==> config.mk <==
export PLATFORM = sky130hd
export DESIGN_NAME = ram_access_ctrl_flat
export DESIGN_NICKNAME = d
export VERILOG_FILES = /design/src/rtl/ram_acc_pkg.sv /design/src/rtl/ram_access_ctrl_if.sv /design/src/rtl/ram_rr_arbiter.sv /design/src/rtl/ram_access_ctrl.sv /design/src/flat_wrapper.sv
export SDC_FILE = /design/constraint.sdc
export NUM_CORES = 1
export LEC_CHECK = 0
export ABC_AREA = 1
export ABC_CLOCK_PERIOD_IN_PS = 5600
export CAP_MARGIN = 20
export CORE_MARGIN = 4
export CORE_UTILIZATION = 25
export DETAILED_ROUTE_END_ITERATION = 12
export SLEW_MARGIN = 10
export SYNTH_ARGS = -nofsm -noshare
export SYNTH_HDL_FRONTEND = slang
export SYNTH_HIERARCHICAL = 1
export SYNTH_SLANG_ARGS = --single-unit
export TNS_END_PERCENT = 100
==> constraint.sdc <==
create_clock -name clk -period 5.6 [get_ports clk]
set_clock_uncertainty 0.1 [all_clocks]
set_input_delay 0.56 -clock clk [delete_from_list [all_inputs] [get_ports clk]]
set_output_delay 0.56 -clock clk [all_outputs]
set_load 0.005 [all_outputs]
==> src/rtl/ram_acc_pkg.sv <==
// Shared types and constants for the byte-wide RAM access sequencer.
// RAM_ACC_ALIGN_CHK_EN (optional) enables data-word misalignment errors.
package ram_acc_pkg;

    typedef enum logic [1:0] {
        ST_IDLE = 2'd0,
        ST_XFER = 2'd1,
        ST_DONE = 2'd2
    } state_t;

    typedef enum logic {
        GNT_FETCH = 1'b0,
        GNT_DATA  = 1'b1
    } gnt_t;

    localparam logic SIZE_BYTE = 1'b0;
    localparam logic SIZE_WORD = 1'b1;

    localparam int BEATS_WORD = 4;
    localparam int BEATS_BYTE = 1;

    // Index of the final beat for a given access size.
    function automatic logic [1:0] last_beat(input logic size);
        return (size == SIZE_WORD) ? 2'(BEATS_WORD - 1) : 2'(BEATS_BYTE - 1);
    endfunction

endpackage

==> src/rtl/ram_access_ctrl_if.sv <==
// Requester and RAM-side signals of the RAM access sequencer.
// d_err exists only when RAM_ACC_ALIGN_CHK_EN is defined.
interface ram_access_ctrl_if #(parameter int ADDR_W = 8);
    logic              if_req;
    logic [ADDR_W-1:0] if_addr;
    logic [31:0]       if_rdata;
    logic              if_done;
    logic              d_req;
    logic              d_we;
    logic              d_size;
    logic [ADDR_W-1:0] d_addr;
    logic [31:0]       d_wdata;
    logic [31:0]       d_rdata;
    logic              d_done;
`ifdef RAM_ACC_ALIGN_CHK_EN
    logic              d_err;
`endif
    logic              busy;
    logic              ram_en;
    logic              ram_we;
    logic [ADDR_W-1:0] ram_addr;
    logic [7:0]        ram_wdata;
    logic [7:0]        ram_rdata;

    modport slave (
`ifdef RAM_ACC_ALIGN_CHK_EN
        output d_err,
`endif
        input  if_req, if_addr, d_req, d_we, d_size, d_addr, d_wdata, ram_rdata,
        output if_rdata, if_done, d_rdata, d_done, busy,
        output ram_en, ram_we, ram_addr, ram_wdata
    );

    modport master (
`ifdef RAM_ACC_ALIGN_CHK_EN
        input  d_err,
`endif
        output if_req, if_addr, d_req, d_we, d_size, d_addr, d_wdata, ram_rdata,
        input  if_rdata, if_done, d_rdata, d_done, busy,
        input  ram_en, ram_we, ram_addr, ram_wdata
    );
endinterface

==> src/rtl/ram_rr_arbiter.sv <==
// Two-way round-robin arbiter (fetch vs data); grants only while enabled.
module ram_rr_arbiter
    import ram_acc_pkg::*;
(
    input  logic clk,
    input  logic clr,
    input  logic en,
    input  logic req_f,
    input  logic req_d,
    output logic gnt_vld,
    output gnt_t gnt_id
);
    gnt_t last;

    always_comb begin
        gnt_vld = en && (req_f || req_d);
        if (req_f && req_d)
            gnt_id = (last == GNT_DATA) ? GNT_FETCH : GNT_DATA;
        else if (req_f)
            gnt_id = GNT_FETCH;
        else
            gnt_id = GNT_DATA;
    end

    // Reset to data so fetch wins the first tie.
    always_ff @(posedge clk or negedge clr) begin
        if (!clr)
            last <= GNT_DATA;
        else if (gnt_vld)
            last <= gnt_id;
    end
endmodule

==> src/rtl/ram_access_ctrl.sv <==
// Shares the byte-wide RAM between fetch and load/store, splitting each access
// into big-endian one-byte beats. Optional RAM_ACC_ALIGN_CHK_EN flags misaligned data words.
module ram_access_ctrl
    import ram_acc_pkg::*;
#(
    parameter int ADDR_W = 8
) (
    input  logic clk,
    input  logic clr,
    ram_access_ctrl_if.slave bus
);
    state_t            state, nstate;
    gnt_t              req_id;
    logic [ADDR_W-1:0] base;
    logic              we_q, size_q;
    logic [3:0][7:0]   wdata_q, rbuf, rword;
    logic [31:0]       if_rdata_q, d_rdata_q;
    logic [1:0]        cnt;
    logic              gnt_vld, mis, g_word;
    gnt_t              gnt_id;
    logic [ADDR_W-1:0] g_addr;
    logic              last;

    ram_rr_arbiter u_arb (
        .clk(clk), .clr(clr), .en(state == ST_IDLE),
        .req_f(bus.if_req), .req_d(bus.d_req),
        .gnt_vld(gnt_vld), .gnt_id(gnt_id)
    );

    assign g_addr = (gnt_id == GNT_FETCH) ? bus.if_addr : bus.d_addr;
    assign g_word = (gnt_id == GNT_FETCH) || (bus.d_size == SIZE_WORD);
    assign last   = (cnt == last_beat(size_q));

`ifdef RAM_ACC_ALIGN_CHK_EN
    logic err_q;
    assign mis = (gnt_id == GNT_DATA) && (bus.d_size == SIZE_WORD) && (bus.d_addr[1:0] != 2'b00);
    always_ff @(posedge clk or negedge clr) begin
        if (!clr)
            err_q <= 1'b0;
        else if (state == ST_IDLE && gnt_vld)
            err_q <= mis;
    end
`else
    assign mis = 1'b0;
`endif

    always_ff @(posedge clk or negedge clr) begin
        if (!clr)
            state <= ST_IDLE;
        else
            state <= nstate;
    end

    always_comb begin
        nstate = state;
        case (state)
            ST_IDLE: if (gnt_vld) nstate = mis ? ST_DONE : ST_XFER;
            ST_XFER: if (last) nstate = ST_DONE;
            default: nstate = ST_IDLE;
        endcase
    end

    // Current beat's byte dropped into lane 3-k of the partially assembled word.
    always_comb begin
        rword       = rbuf;
        rword[~cnt] = bus.ram_rdata;
    end

    always_ff @(posedge clk or negedge clr) begin
        if (!clr) begin
            req_id     <= GNT_FETCH;
            base       <= '0;
            we_q       <= 1'b0;
            size_q     <= SIZE_BYTE;
            wdata_q    <= '0;
            rbuf       <= '0;
            cnt        <= '0;
            if_rdata_q <= '0;
            d_rdata_q  <= '0;
        end else if (state == ST_IDLE && gnt_vld) begin
            req_id  <= gnt_id;
            base    <= g_word ? {g_addr[ADDR_W-1:2], 2'b00} : g_addr;
            we_q    <= (gnt_id == GNT_DATA) && bus.d_we;
            size_q  <= g_word ? SIZE_WORD : SIZE_BYTE;
            wdata_q <= (gnt_id == GNT_DATA) ? bus.d_wdata : '0;
            cnt     <= '0;
        end else if (state == ST_XFER) begin
            cnt <= cnt + 2'd1;
            if (!we_q) begin
                rbuf <= rword;
                if (last) begin
                    if (req_id == GNT_FETCH)
                        if_rdata_q <= rword;
                    else if (size_q == SIZE_WORD)
                        d_rdata_q <= rword;
                    else
                        d_rdata_q <= {24'h0, bus.ram_rdata};
                end
            end
        end
    end

    always_comb begin
        bus.ram_en    = (state == ST_XFER);
        bus.ram_we    = (state == ST_XFER) && we_q;
        bus.ram_addr  = '0;
        bus.ram_wdata = '0;
        if (state == ST_XFER) begin
            bus.ram_addr = base + ADDR_W'(cnt);
            if (we_q)
                bus.ram_wdata = (size_q == SIZE_WORD) ? wdata_q[~cnt] : wdata_q[0];
        end
        bus.if_done  = (state == ST_DONE) && (req_id == GNT_FETCH);
        bus.d_done   = (state == ST_DONE) && (req_id == GNT_DATA);
        bus.busy     = (state != ST_IDLE);
        bus.if_rdata = if_rdata_q;
        bus.d_rdata  = d_rdata_q;
`ifdef RAM_ACC_ALIGN_CHK_EN
        bus.d_err    = (state == ST_DONE) && (req_id == GNT_DATA) && err_q;
`endif
    end
endmodule
==> src/flat_wrapper.sv <==
// flat-port wrapper written by rule: the top's interface ports become plain ports
module ram_access_ctrl_flat import ram_acc_pkg::*;
#(
    parameter int ADDR_W = 8
)
  (clk, clr, bus_if_req, bus_if_addr, bus_d_req, bus_d_we, bus_d_size, bus_d_addr, bus_d_wdata, bus_ram_rdata, bus_if_rdata, bus_if_done, bus_d_rdata, bus_d_done, bus_busy, bus_ram_en, bus_ram_we, bus_ram_addr, bus_ram_wdata);
  ram_access_ctrl_if #(.ADDR_W(ADDR_W)) bus_i ();
  input  logic clk;
  input  logic clr;
  input wire logic [$bits(bus_i.if_req)-1:0] bus_if_req;
  input wire logic [$bits(bus_i.if_addr)-1:0] bus_if_addr;
  input wire logic [$bits(bus_i.d_req)-1:0] bus_d_req;
  input wire logic [$bits(bus_i.d_we)-1:0] bus_d_we;
  input wire logic [$bits(bus_i.d_size)-1:0] bus_d_size;
  input wire logic [$bits(bus_i.d_addr)-1:0] bus_d_addr;
  input wire logic [$bits(bus_i.d_wdata)-1:0] bus_d_wdata;
  input wire logic [$bits(bus_i.ram_rdata)-1:0] bus_ram_rdata;
  output wire logic [$bits(bus_i.if_rdata)-1:0] bus_if_rdata;
  output wire logic [$bits(bus_i.if_done)-1:0] bus_if_done;
  output wire logic [$bits(bus_i.d_rdata)-1:0] bus_d_rdata;
  output wire logic [$bits(bus_i.d_done)-1:0] bus_d_done;
  output wire logic [$bits(bus_i.busy)-1:0] bus_busy;
  output wire logic [$bits(bus_i.ram_en)-1:0] bus_ram_en;
  output wire logic [$bits(bus_i.ram_we)-1:0] bus_ram_we;
  output wire logic [$bits(bus_i.ram_addr)-1:0] bus_ram_addr;
  output wire logic [$bits(bus_i.ram_wdata)-1:0] bus_ram_wdata;
  assign bus_i.if_req = bus_if_req;
  assign bus_i.if_addr = bus_if_addr;
  assign bus_i.d_req = bus_d_req;
  assign bus_i.d_we = bus_d_we;
  assign bus_i.d_size = bus_d_size;
  assign bus_i.d_addr = bus_d_addr;
  assign bus_i.d_wdata = bus_d_wdata;
  assign bus_i.ram_rdata = bus_ram_rdata;
  assign bus_if_rdata = bus_i.if_rdata;
  assign bus_if_done = bus_i.if_done;
  assign bus_d_rdata = bus_i.d_rdata;
  assign bus_d_done = bus_i.d_done;
  assign bus_busy = bus_i.busy;
  assign bus_ram_en = bus_i.ram_en;
  assign bus_ram_we = bus_i.ram_we;
  assign bus_ram_addr = bus_i.ram_addr;
  assign bus_ram_wdata = bus_i.ram_wdata;
  ram_access_ctrl #(.ADDR_W(ADDR_W)) u_core (.clk(clk), .clr(clr), .bus(bus_i));
endmodule
==> results.md <==
* Status: completed
* Initial core utilization at 0.2550
* Synth Area in Simple Gates at 0.2884
* Static leakage at 4.232 nW
* Compound-Gate Fraction of Synth Area at 0.1040
* Ports at 147
* Sw Share at 0.4012
* Post-Synth XOR/XNOR Area at 0
* Initial DRC count at approximately 460
* Worst Tran Pin Value at 0.8995 ns
* Crit path largest cell delay at between 0.7 and 0.8 ns
* Pin count of the biggest net entering global routing at between 90 and 100
* CP top delay family: flip-flops
* Cell area after synthesis at approximately 0.007 mm^2
* IO buf count at between 100 and 150
* Hold bufs inserted after CTS at 0
* P_sw at approximately 0.0021 W
* Initial antenna violation count at 2
* WHS at 0.1220 ns
* CP required at approximately 4.9 ns
* # H-tree levels at 4
* Hold Fails Final Rpt at 0
* # DRC at 0
* Gp weighted congestion at slightly below 0.8
* M1 wire length at 9.676 mm
* RSZ-0062 raised after global routing: false
* DP Area at around 0.0086 mm^2
* Setup crit start kind: flop
* Total iterations of the first detailed-routing run at 5
* Fin nets at 1062
* Seq/Total Area, Yosys at 0.5232
* Main combinational cell family by area after synthesis: simple AND/OR/NAND/NOR gates
* Design area at roughly 0.0092 mm^2
* Post-Synthesis Net Count at 944
* Grt total ovfl at 0
* Vias in the first global route at 5914
* GRT Resource Usage Total at 0.1351
* Clock root buffer master: clkbuf_16
* Ys flop type: dfrtp_1
* Worst path bufs/invs at 1
* Routed len/inst at 15.27 um
* Ys Warns at 6
* CTS tree: built
* Hpwl dp at roughly 14 mm
* Setup Total Neg Slack at 0 ns
* Die Area at 0.03028 mm^2
* First-pass GRT wire length at ~33 mm
* Clk Latency, worst-skew pair at about 0.42 ns
* CTS Buffer Depth at 2
* Number of distinct library cells after synthesis at 25
* Clock power share at 0.214
* Post-Synthesis Cells at 875
* Setup bufs post-CTS at 0
* Top-area cell type share of the netlist area at 0.5193
* Maximum clock frequency at ~0.3 GHz
* Power per cell area at approximately 580 mW/mm^2
* Critical path endpoint category: output port
* Layout area overhead at 33.03%
* Die Width at about 170 um
* Max rail drop VDD at 191.4 uV
* Register bit total from synthesis at ~140
* Max-Cap Viols at 0
* CP cell instances: ha_1 -> fa_1 -> nand2_1 -> nor2_1 -> a21oi_1 -> nor3_1 -> clkdlybuf4s50_1
* Post-synth top cells: nand2_1 (326), dfrtp_1 (143), o21ai_0 (116)
* Post-synth EDFFs at 0
* Die height at between 150 and 200 um
* Comb power frac at 0.453
* Most common cell in the netlist: nand2_1
* Synth Area in Adders at 0.01380
* Internal power at around 0.0032 W
* Final worst-path cycle share at 0.6063
* Top routing layer in use: met5
* WL final at between 20 and 25 mm
* Relative slew slack at 0.3997
* DR WL met3 at ~1.3 mm
* Vias at 6086
* Avg Cell Area, Syn at 7.875 um^2
* Overall Power at about 0.0053 W
* Num rows at 60
* Crit Path Category: flop to output port
* Met2 WL at around 9.4 mm
* Num CTS Buffers at 17
* Share of cells above drive strength 1 at 0.04970
* Asr flop ratio synth at 1.000
* Hold crit path type: input port to asynchronous set/reset pin
* Worst Path Max Fanout at 16
* Worst-path clk slew at approximately 0.070 ns
* Antenna Nets Post-Route at 0
* Slew Viols, Final at 0
* Flop pwr share at 0.332
* Vias/cell at between 4 and 5
* Util after Layout at 0.3392
* Top post-synthesis cells by area: dfrtp_1 (52%), nand2_1 (18%), o21ai_0 (8.4%), nand3_1 (3.2%), inv_1 (3.2%)
* Crit path max-delay cell type: dfrtp_1
* Setup Viol. Count Final at 0
* Post-synth top area cell: dfrtp_1
* Crit path DAT at between 2 and 3 ns
* Antenna diode count at 0
* Core area at around 0.027 mm^2
* Sink Count at between 100 and 150
* Mux cell area share after synthesis at 0
* Fin crit period at about 3.4 ns
* Post-CTS Resized at 0
## power groups by stage
| stage | logic, W | registers [W] | clock network (W) |
|---|---|---|---|
| CTS | 0.00245 | 0.00177 | 0.00117 |
| floorplan | 0.00141 | 0.00173 | 0 |
| detailed placement | 0.00244 | 0.00179 | 0 |
| finish | 0.00240 | 0.00176 | 0.00114 |
| global route | 0.00273 | 0.00182 | 0.00122 |
| global placement | 0.00240 | 0.00178 | 0 |
## metrics by stage
stage | worst slack, ns | cells
after floorplan | 3.552 | 875
after global placement | 2.651 | 1315
after detailed placement | 2.624 | 1315
after CTS | 2.178 | 1347
after global routing | 2.057 | 1347
final | 2.205 | 1347
## worst paths after layout
kind / startpoint / end / slack [ns] / depth (start not counted)
worst max-delay path: u_core/cnt[0] / bus_ram_addr[6] / 2.20 / 7
worst min-delay path: clr / u_core/bus.d_rdata[19] / 0.12 / 1
worst max register to register: u_core/state[1] / u_core/cnt[0] / 2.98 / 11
worst min register to register: u_core/u_arb/last / u_core/u_arb/last / 0.37 / 2
max in group asynchronous: clr / u_core/wdata_q[19] / 4.05 / 2
min in group clk: u_core/u_arb/last / u_core/u_arb/last / 0.37 / 2
## layer usage
| layer | GRT usage | up-vias |
|---|---|---|
| met3 | 0.03958 | 12 |
| li1 | - | 3051 |
| met4 | 0.02705 | 4 |
| met5 | 0 | - |
| met2 | 0.2141 | 168 |
| met1 | 0.1851 | 2851 |
## cells in the final DEF, fill, tap and decap left out, drive strengths merged, types with 10 or more instances in the layout
master         instances
a21oi                 14
and2                  24
buf                   10
clkbuf                21
clkdlybuf4s50        143
dfrtp                143
inv                   62
nand2                328
nand3                 44
nand4                 34
nor2                  34
o21ai                121
## state kept, by name (all words and copies together), names as in the netlist
name	cells
u_core/rbuf	32
u_core/bus.if_rdata	32
u_core/u_arb/last	1
u_core/wdata_q	32
u_core/cnt	2
u_core/size_q	1
u_core/req_id	1
u_core/state	2
u_core/bus.d_rdata	32
u_core/we_q	1
u_core/base	8
## kinds of logic after synthesis
kind of cell / count (synthesis)
buffers and inverters: 114
DFF: 144
and+or+nand+nor: 469
AOI/OAI and AO/OA: 141
adders and majority gates: 7
## area by class of cell
| cell class | instances | area [um^2] |
|---|---|---|
| clock buffers | 21 | 460.4 |
| clock inverters | 11 | 127.6 |
| well taps | 341 | 426.7 |
| fillers | 2871 | 17860 |
| repair buffers | 153 | 1510 |
| inverters | 60 | 225.2 |
| multi-input cells | 617 | 2811 |
| flip-flops and latches | 144 | 3605 |
(Power assumes the default switching activity.)
